[config.mk]
export PLATFORM = sky130hd
export DESIGN_NAME = sd_block_read
export DESIGN_NICKNAME = d
export VERILOG_FILES = /design/src/rtl/sd_block_read.sv
export SDC_FILE = /design/constraint.sdc
export NUM_CORES = 1
export LEC_CHECK = 0
export CORE_ASPECT_RATIO = 1.4
export CORE_MARGIN = 4
export CORE_UTILIZATION = 49
export DETAILED_ROUTE_END_ITERATION = 7
export PLACE_DENSITY = 0.76
export SLEW_MARGIN = 20
export SYNTH_ARGS = -nofsm -noshare
export SYNTH_HDL_FRONTEND = slang
export SYNTH_SLANG_ARGS = --single-unit
[constraint.sdc]
create_clock -name clk -period 2.15 [get_ports clk]
set_input_delay 0.215 -clock clk [delete_from_list [all_inputs] [get_ports clk]]
set_output_delay 0.215 -clock clk [all_outputs]
set_load 0.01 [all_outputs]
[src/rtl/sd_block_read.sv]
// SPI-mode SD card single-block reader: CMD17, R1 poll, start token, data stream, CRC capture.
// A free-running byte engine shifts back-to-back bytes; the FSM steers it at byte boundaries.
module sd_block_read #(
    parameter int CLK_DIV       = 4,
    parameter int BLOCK_BYTES   = 512,
    parameter int RESP_TIMEOUT  = 16,
    parameter int TOKEN_TIMEOUT = 4096
) (
    input  logic        clk,
    input  logic        reset,
    input  logic        init_done_i,
    input  logic        start_i,
    input  logic [31:0] block_addr_i,
    output logic        busy_o,
    output logic        done_o,
    output logic        error_o,
    output logic [1:0]  err_code_o,
    output logic [7:0]  data_out_o,
    output logic        data_valid_o,
    output logic [15:0] crc_out_o,
    output logic        sclk_o,
    output logic        cs_n_o,
    output logic        mosi_o,
    input  logic        miso_i
);

    localparam int HALF = CLK_DIV / 2;
    localparam int HW   = (HALF > 1) ? $clog2(HALF) : 1;
    localparam int M1   = (BLOCK_BYTES > TOKEN_TIMEOUT) ? BLOCK_BYTES : TOKEN_TIMEOUT;
    localparam int M2   = (M1 > RESP_TIMEOUT) ? M1 : RESP_TIMEOUT;
    localparam int MAXC = (M2 > 8) ? M2 : 8;
    localparam int CW   = $clog2(MAXC + 1);

    typedef enum logic [2:0] {
        S_IDLE,
        S_PRE,
        S_CMD,
        S_R1,
        S_TOKEN,
        S_DATA,
        S_CRC,
        S_TAIL
    } state_t;

    state_t        state_q;
    state_t        state_d;
    logic [CW-1:0] idx_q;
    logic [CW-1:0] idx_d;
    logic [CW-1:0] idx_inc;

    logic          run_q;
    logic [HW-1:0] cnt_q;
    logic [3:0]    ph_q;
    logic          sclk_q;
    logic          cs_n_q;
    logic [7:0]    tx_q;
    logic [6:0]    rx_q;
    logic [31:0]   addr_q;
    logic          done_q;
    logic          error_q;
    logic [1:0]    err_code_q;
    logic [7:0]    data_out_q;
    logic          data_valid_q;
    logic [15:0]   crc_q;

    logic          tick;
    logic          byte_done;
    logic          byte_end;
    logic [7:0]    rx_byte;
    logic          start_ok;
    logic          abort;
    logic [1:0]    abort_code;
    logic          fin;
    logic [7:0]    tx_next;
    logic          dv_set;
    logic          crc_hi_we;
    logic          crc_lo_we;

    // Each byte is 16 half-periods: even = sclk low, odd = sclk high.
    assign tick      = run_q && (cnt_q == HW'(HALF - 1));
    assign byte_done = tick && (ph_q == 4'd14);
    assign byte_end  = tick && (ph_q == 4'd15);
    assign rx_byte   = {rx_q, miso_i};
    assign idx_inc   = idx_q + 1'b1;
    assign start_ok  = start_i && init_done_i && (state_q == S_IDLE) && !done_q;

    always_ff @(posedge clk) begin
        if (reset) begin
            state_q <= S_IDLE;
            idx_q   <= '0;
        end else begin
            state_q <= state_d;
            idx_q   <= idx_d;
        end
    end

    always_comb begin
        state_d    = state_q;
        idx_d      = idx_q;
        abort      = 1'b0;
        abort_code = 2'd0;
        fin        = 1'b0;
        unique case (state_q)
            S_IDLE: begin
                if (start_ok) begin
                    state_d = S_PRE;
                    idx_d   = '0;
                end
            end
            S_PRE: begin
                if (byte_done) begin
                    state_d = S_CMD;
                    idx_d   = '0;
                end
            end
            S_CMD: begin
                if (byte_done) begin
                    if (idx_q == CW'(5)) begin
                        state_d = S_R1;
                        idx_d   = '0;
                    end else begin
                        idx_d = idx_inc;
                    end
                end
            end
            S_R1: begin
                if (byte_done) begin
                    if (rx_byte == 8'hFF) begin
                        if (idx_inc == CW'(RESP_TIMEOUT)) begin
                            abort      = 1'b1;
                            abort_code = 2'd0;
                        end else begin
                            idx_d = idx_inc;
                        end
                    end else if (rx_byte == 8'h00) begin
                        state_d = S_TOKEN;
                        idx_d   = '0;
                    end else begin
                        abort      = 1'b1;
                        abort_code = 2'd1;
                    end
                end
            end
            S_TOKEN: begin
                if (byte_done) begin
                    if (rx_byte == 8'hFF) begin
                        if (idx_inc == CW'(TOKEN_TIMEOUT)) begin
                            abort      = 1'b1;
                            abort_code = 2'd3;
                        end else begin
                            idx_d = idx_inc;
                        end
                    end else if (rx_byte == 8'hFE) begin
                        state_d = S_DATA;
                        idx_d   = '0;
                    end else begin
                        abort      = 1'b1;
                        abort_code = 2'd2;
                    end
                end
            end
            S_DATA: begin
                if (byte_done) begin
                    if (idx_q == CW'(BLOCK_BYTES - 1)) begin
                        state_d = S_CRC;
                        idx_d   = '0;
                    end else begin
                        idx_d = idx_inc;
                    end
                end
            end
            S_CRC: begin
                if (byte_done) begin
                    if (idx_q == CW'(1)) begin
                        state_d = S_TAIL;
                        idx_d   = '0;
                    end else begin
                        idx_d = idx_inc;
                    end
                end
            end
            S_TAIL: begin
                // idx marks that the trailing 0xFF byte itself has been clocked.
                if (byte_done) begin
                    idx_d = CW'(1);
                end
                if (byte_end && (idx_q == CW'(1))) begin
                    fin     = 1'b1;
                    state_d = S_IDLE;
                    idx_d   = '0;
                end
            end
            default: begin
                state_d = S_IDLE;
                idx_d   = '0;
            end
        endcase
        if (abort) begin
            state_d = S_TAIL;
            idx_d   = '0;
        end
    end

    always_comb begin
        tx_next   = 8'hFF;
        dv_set    = byte_done && (state_q == S_DATA);
        crc_hi_we = byte_done && (state_q == S_CRC) && (idx_q == '0);
        crc_lo_we = byte_done && (state_q == S_CRC) && (idx_q == CW'(1));
        if (state_q == S_CMD) begin
            unique case (idx_q[2:0])
                3'd0:    tx_next = 8'h51;
                3'd1:    tx_next = addr_q[31:24];
                3'd2:    tx_next = addr_q[23:16];
                3'd3:    tx_next = addr_q[15:8];
                3'd4:    tx_next = addr_q[7:0];
                default: tx_next = 8'hFF;
            endcase
        end
    end

    always_ff @(posedge clk) begin
        if (reset) begin
            run_q        <= 1'b0;
            cnt_q        <= '0;
            ph_q         <= '0;
            sclk_q       <= 1'b0;
            cs_n_q       <= 1'b1;
            tx_q         <= 8'hFF;
            rx_q         <= '0;
            addr_q       <= '0;
            done_q       <= 1'b0;
            error_q      <= 1'b0;
            err_code_q   <= 2'd0;
            data_out_q   <= '0;
            data_valid_q <= 1'b0;
            crc_q        <= '0;
        end else begin
            done_q       <= fin;
            data_valid_q <= 1'b0;
            if (start_ok) begin
                run_q      <= 1'b1;
                cnt_q      <= '0;
                ph_q       <= '0;
                sclk_q     <= 1'b0;
                cs_n_q     <= 1'b0;
                tx_q       <= 8'hFF;
                addr_q     <= block_addr_i;
                error_q    <= 1'b0;
                err_code_q <= 2'd0;
            end else if (run_q) begin
                cnt_q <= tick ? '0 : cnt_q + 1'b1;
                if (tick) begin
                    ph_q <= ph_q + 4'd1;
                    if (!ph_q[0]) begin
                        sclk_q <= 1'b1;
                        rx_q   <= {rx_q[5:0], miso_i};
                    end else begin
                        sclk_q <= 1'b0;
                        if (ph_q == 4'd15) begin
                            tx_q   <= tx_next;
                            cs_n_q <= (state_q == S_TAIL);
                            run_q  <= !fin;
                        end else begin
                            tx_q <= {tx_q[6:0], 1'b1};
                        end
                    end
                end
                if (dv_set) begin
                    data_valid_q <= 1'b1;
                    data_out_q   <= rx_byte;
                end
                if (crc_hi_we) begin
                    crc_q[15:8] <= rx_byte;
                end
                if (crc_lo_we) begin
                    crc_q[7:0] <= rx_byte;
                end
                if (abort) begin
                    error_q    <= 1'b1;
                    err_code_q <= abort_code;
                end
            end
        end
    end

    assign busy_o       = (state_q != S_IDLE);
    assign done_o       = done_q;
    assign error_o      = error_q;
    assign err_code_o   = err_code_q;
    assign data_out_o   = data_out_q;
    assign data_valid_o = data_valid_q;
    assign crc_out_o    = crc_q;
    assign sclk_o       = sclk_q;
    assign cs_n_o       = cs_n_q;
    assign mosi_o       = tx_q[7];

endmodule
# Yosys cells after proc, flatten, opt, wreduce, memory -nomap -nowiden
# Cells that the tools add are included.
[op_classes]
add_sub_neg = 3
n_mul = 0
div_mod_pow = 0
n_lt_le_gt_ge = 0
n_eq_ne = 47
shift = 0
n_mux = 71
n_bitwise = 3
n_reduce_logical = 35
[op_table]
columns = ["op", "count"]
rows = [
  ["$mux W13", 18],
  ["$pmux W13 S8", 1],
  ["$ne A3 B3 Y1 const B", 20],
  ["$mux W3", 16],
  ["$pmux W8 S5", 1],
  ["$mux W1", 26],
  ["$pmux W3 S8", 1],
  ["$eq A8 B8 Y1 const B", 2],
  ["$mux W8", 2],
  ["$eq A3 B3 Y1 const B", 5],
  ["$reduce_and A15 Y1", 1],
  ["$ne A2 B2 Y1 const B", 7],
  ["$add A13 B1 Y13 const B", 1],
  ["$eq A13 B1 Y1 const B", 1],
  ["$eq A13 B13 Y1 const B", 1],
  ["$eq A13 B3 Y1 const B", 1],
  ["$eq A13 B5 Y1 const B", 1],
  ["$eq A13 B9 Y1 const B", 1],
  ["$logic_not A13 Y1", 1],
  ["$eq A3 B2 Y1 const B", 4],
  ["$reduce_and A12 Y1", 1],
  ["$reduce_and A3 Y1", 4],
  ["$logic_and A1 B1 Y1", 11],
  ["$eq A4 B4 Y1 const B", 2],
  ["16 further kinds", 30],
]
[totals]
ff_bits = 100
latchBits = 0
mem_bits_rw = 0
rom_bits = 0
in_bits = 37
wordCells = 176
n_memories = 0

# Logic depth before layout (Yosys ltp)
[depth]
depth_word = 11
mapped_depth = 12
depth_no_buf = 8

# Worst setup path before layout
# No wires, ideal clock.
[synth_timing]
path_kind = "reg2reg"
start = "register ph_q[0]"
end = "register idx_q[11]"
setup_ns = 0.115
arrival_time_ns = 2.236
slack_ns = -0.202
stages_incl_launch_ff = 12
n_path_buf = 4
cell_sequence = "dfxtp_1 clkbuf_1 inv_1 ha_1 and4_1 buf_2 or3_1 buf_2 o2111ai_2 buf_6 o21ai_0 o21ba_2"
[synth_between]
elab_chain_len = 5
word_cells_on_any_way = 19
[synth_lines]
columns = ["element", "line", "text"]
rows = [
  ["start: declaration", "53", "logic [3:0] ph_q;"],
  ["start signal: assignment", "253", "ph_q <= ph_q + 4'd1;"],
  ["$eq A4 B4 Y1 (on tied branches)", "82, 81", ""],
  ["$logic_and A1 B1 Y1 (on tied branches)", "82, 81", ""],
  ["$logic_and A1 B1 Y1 (tied with other cells)", "187", "if (byte_end && (idx_q == CW'(1))) begin"],
  ["$ne A3 B3 Y1 (no source line) (tied with other cells)", "-", ""],
  ["$reduce_and A12 Y1 (no source line) (tied with other cells)", "-", ""],
  ["end signal: assignment", "93", "idx_q <= idx_d;"],
  ["end: declaration", "47", "logic [CW-1:0] idx_q;"],
]
# Parallel ways exist; a longest one is shown, timed or not.
# A chain may end at the register's enable or synchronous reset.

# Final worst setup path
[layout_timing]
start = "register idx_q[5]"
end = "register idx_q[11]"
[layout_between]
elab_chain_len = 7
word_cells_on_any_way = 33
[layout_lines]
columns = ["element", "line", "text"]
rows = [
  ["$add A13 B1 Y13", "84", "assign idx_inc = idx_q + 1'b1;"],
  ["$eq A13 B13 Y1 / $eq A13 B5 Y1 (equally long branches)", "147, 129", ""],
  ["$mux W1 (on tied branches)", "147, 129", ""],
  ["$mux W1 (on tied branches)", "146, 128", ""],
  ["$mux W1 (on tied branches)", "145, 127", ""],
  ["$pmux W1 S2", "103", "unique case (state_q)"],
  ["$reduce_or A2 Y1 (no source line)", "-", ""],
]
# Parallel ways exist; a longest one is shown, timed or not. The select of a mux whose other input is x is not followed.

==> flow_summary_export.csv <==
group,metric,value,unit
drt,first_pass_iters,5,
power,cellPowerDensity,729.7,nW/µm²
cts,cts_sinks,99,
power,p_seq_frac,0.406,
logic_synthesis,synth_area_leaders,"dfxtp_1 41%, mux2i_1 7.2%, nand2_1 7.0%",
critical_path,crit_family,"simple AND/OR/NAND/NOR gates",
drt,drtIter0Drc,236,
critical_path,r2r-start,"idx_q[5]",
logic_synthesis,ys.flop_type,"dfxtp_1",
final_layout,fillers,739,
logic_synthesis,yosysSeqAreaShare,0.4079,
logic_synthesis,yosys.area_share.simple,0.2411,
grt,antenna_found_initial,0,
final_layout,final_util,0.7037,
cts,htree_levels,3,
critical_path,crit_chain,"buf_12 > nand4_1 > nor3_2 > mux2i_2 > nor3_2 > buf_4 > a21oi_4 > buf_4 > nor2b_1 > o21ba_2",
final_layout,antenna_cells,0,
critical_path,cp-start-kind,"flip-flop",
drt,drcViolationCount,0,
final_layout,stdcell_count,844,
logic_synthesis,ys_types,66,
drt,route.met2.wl,7.450,mm
sta,setup_ws,-79.00,ps
place,portBuffers,69,
logic_synthesis,ys_top_cells_by_count,"99 x dfxtp_1, 90 x nand2_1, 65 x nor2_1, 44 x a21oi_1, 35 x mux2i_1",
power,p_clk_frac,0.327,
logic_synthesis,synth_mux_area_frac,0.07443,
grt,grt.total_usage,0.2256,
final_layout,final_nets,751,
logic_synthesis,synth_edf_count,0,
run,maxCapViolCount,0,
die,num_io_pins,70,
grt,grt_pass1_wl,21.28,mm
logic_synthesis,yosysTopAreaCell,"dfxtp_1",
sta,fin_skew,8.062,ps
logic_synthesis,async_flop_share,0,
outcome,violations,"setup timing",
cts,tritoncts,"built",
cts,numCtsBuffers,9,
final_layout,fin_area,6730,µm²
die,fp.dieW,92.16,µm
grt,gr-total-overflow,0,
power,combPwrFrac,0.267,
sta,timing.fmax,0.4486,GHz
sta,hold_viol,0,
cts,cts_buffer_depth,2,
power,intPower,3.343,mW
logic_synthesis,yosysMostFrequentCell,"dfxtp_1",
critical_path,path_class,"flip-flop to flip-flop",
logic_synthesis,ys_seq_elements,99,
drt,wl,13.48,mm
place,dp.cells,819,
power,sw_frac_of_total,0.3194,
die,die_h,125.8,µm
place,gp_congestion,0.9753,
drt,wl_met3,520,µm
final_layout,regArea,2006,µm²
power,vdd.ir_drop.worst,761.9,µV
drt,top_layer,"met4",
logic_synthesis,synth_warnings,0,
die,rows,42,
critical_path,worstRegToRegCells,10,
die,initial_core_util,0.5080,
drt,avgRoutedWirePerCell,15.97,µm
cts,root_buffer,"clkbuf_16",
hold_path,hold_class,"input pin to flip-flop",
hold_path,min_from,"reset",
critical_path,worstPathRequired,2390,ps
die,coreArea,9564,µm²
logic_synthesis,yosys.area_share.xor_xnor,0.01622,
critical_path,worstPathMaxFanout,8,
critical_path,arrival,2470,ps
hold_path,min_path_cells,2,
power,p_leak,2.623,nW
final_layout,layout-drive-gt1-share,0.2289,
place,dpl_worst_slack,-224.6,ps
sta,rsz0062_at_grt,"yes",
final_layout,area_growth,38.53,%
place,post_dp_cell_area,6225,µm²
sta,finalCritPeriodShare,1.037,
hold_path,hold_end,"crc_out_o[0]",
logic_synthesis,synthesis.nets,623,
drt,route.vias.total,4698,
critical_path,max_stage_delay,360,ps
power,finalPower,4.911,mW
logic_synthesis,netlist_area,4858,µm²
critical_path,path_buf_inv,3,
outcome,status,"finished with violations",
final_layout,multi_input_comb_area,2775,µm²
sta,worst_pin_slew,859.2,ps
grt,grt_pass1_vias,4569,
critical_path,r2r-end,"idx_q[11]",
sta,period_needed,2229,ps
drt,ant_nets,0,
sta,setup_viol,14,
drt,met1_length,5.096,mm
logic_synthesis,syn_avg_cell_area,8.391,µm²
logic_synthesis,synth_top_cell_area_share,0.4079,
critical_path,timing.reg2reg.setup_slack,-80,ps
logic_synthesis,synth_fa_ha_area_frac,0.01803,
critical_path,critPathSlowestCell,"dfxtp_2",
sta,slew_headroom,0.4251,
critical_path,crit_path_end_kind,"flip-flop",
cts,clock_latency,350,ps
power,p_sw,1.568,mW
drt,vias_per_cell,5.566,
cts,holdBufCountCts,0,
grt,grt_max_degree,34,
cts,clk_pin_slew_worst_paths,80,ps
logic_synthesis,synth_top_family_by_area,"simple AND/OR/NAND/NOR gates",
logic_synthesis,synth_compound_area_frac,0.1901,
sta,final_max_slew_viol_count,0,
logic_synthesis,synthesis.instances,579,
die,die_area,11590,µm²
place,hpwl,10.11,mm
[flip-flops by register name, indices dropped and copies added (netlist names)]
register      count
addr_q           32
crc_out_o        16
idx_q            13
data_out_o        8
tx_q              8
rx_q              7
ph_q              4
state_q           3
err_code_o        2
cnt_q             1
cs_n_o            1
data_valid_o      1
done_o            1
error_o           1
run_q             1
[per-stage QoR]
stage	hold WS [ps]	setup TNS (ps)
final	256.6	-869.6
after global routing	295.6	-2698
after CTS	253.0	-1352
after detailed placement	446.7	-3134
after global placement	444.0	-2361
after floorplan	351.0	0
[logic make-up (layout without fill, tap and decap cells)]
group | after synthesis | count (layout)
AND/OR/NAND/NOR | 239 | 239
adder cells (fa/ha/maj) | 7 | 7
XOR/XNOR | 9 | 9
multiplexers | 36 | 36
AO/OA/AOI/OAI | 136 | 136
buffers and inverters | 53 | 186
flip-flops | 99 | 99
[repair_timing]
action / 4_1_cts / 5_1_grt
gates cloned: 0 / 0
hold endpoints to repair: 0 / 0
setup buffers: 4 / 5
pin swaps: 4 / 9
resized for setup: 10 / 23
endpoints found under the setup margin: 19 / 28
[cell usage in the layout (no fill, tap or decap), types with 3 or more instances in the layout]
cell type / count
xnor2_1: 4
nor3_1: 7
nand4_1: 13
and3_1: 3
ha_1: 4
buf_6: 3
o21ai_0: 13
o22ai_1: 7
o211ai_1: 9
and2_1: 3
inv_8: 3
dfxtp_2: 7
inv_1: 5
a22oi_1: 16
dfxtp_4: 4
a32oi_1: 5
nand2b_1: 4
clkbuf_16: 9
and2_0: 5
mux2i_1: 34
nand2_1: 90
a31oi_1: 9
a21oi_1: 43
and4_1: 5
buf_4: 88
or2_2: 3
ha_4: 3
xor2_1: 5
clkdlybuf4s50_1: 68
buf_12: 4
nand3_1: 13
nor3_2: 6
nor2b_1: 3
dfxtp_1: 88
nor2_1: 64
[worst register-to-register path: stages (launching register included)]
cell	delay [ps]
dfxtp_2	360
buf_12	130
nand4_1	120
nor3_2	280
mux2i_2	310
nor3_2	100
buf_4	150
a21oi_4	260
buf_4	180
nor2b_1	40
o21ba_2	200
[power by group through the flow]
stage / Clock (mW) / Combinational, mW / Sequential [mW]
4_1_cts: 1.62 / 1.23 / 2.00
6_report: 1.61 / 1.31 / 1.99
2_1_floorplan: 0 / 0.721 / 2.04
5_1_grt: 1.70 / 1.43 / 2.00
3_5_place_dp: 0 / 1.17 / 2.04
3_3_place_gp: 0 / 1.15 / 2.03
[per-layer routing]
metal,vias to the layer above,global-route usage
li1,2319,-
met1,2220,0.2390
met2,124,0.4320
met3,35,0.03580
met4,0,0.09799
met5,-,0
[layout make-up]
cell class                      instances  area share
Multi-Input combinational cell        427      0.4123
Sequential cell                        99      0.2980
Clock inverter                          7     0.01134
Clock buffer                            9     0.03346
Tap cell                              132     0.02454
Inverter                                6    0.003346
Timing Repair Buffer                  164      0.2170
[how the worst max path moves through the flow]
stage                  start        end  cells past startpoint
floorplan            ph_q[0]  idx_q[11]                     11
global placement      miso_i   idx_q[7]                      9
detailed placement    miso_i   idx_q[7]                      9
CTS                 idx_q[0]   idx_q[6]                      8
global route        idx_q[5]   idx_q[0]                      9
finish              idx_q[5]  idx_q[11]                     10
Note: power is estimated with default switching activity, not from simulation.
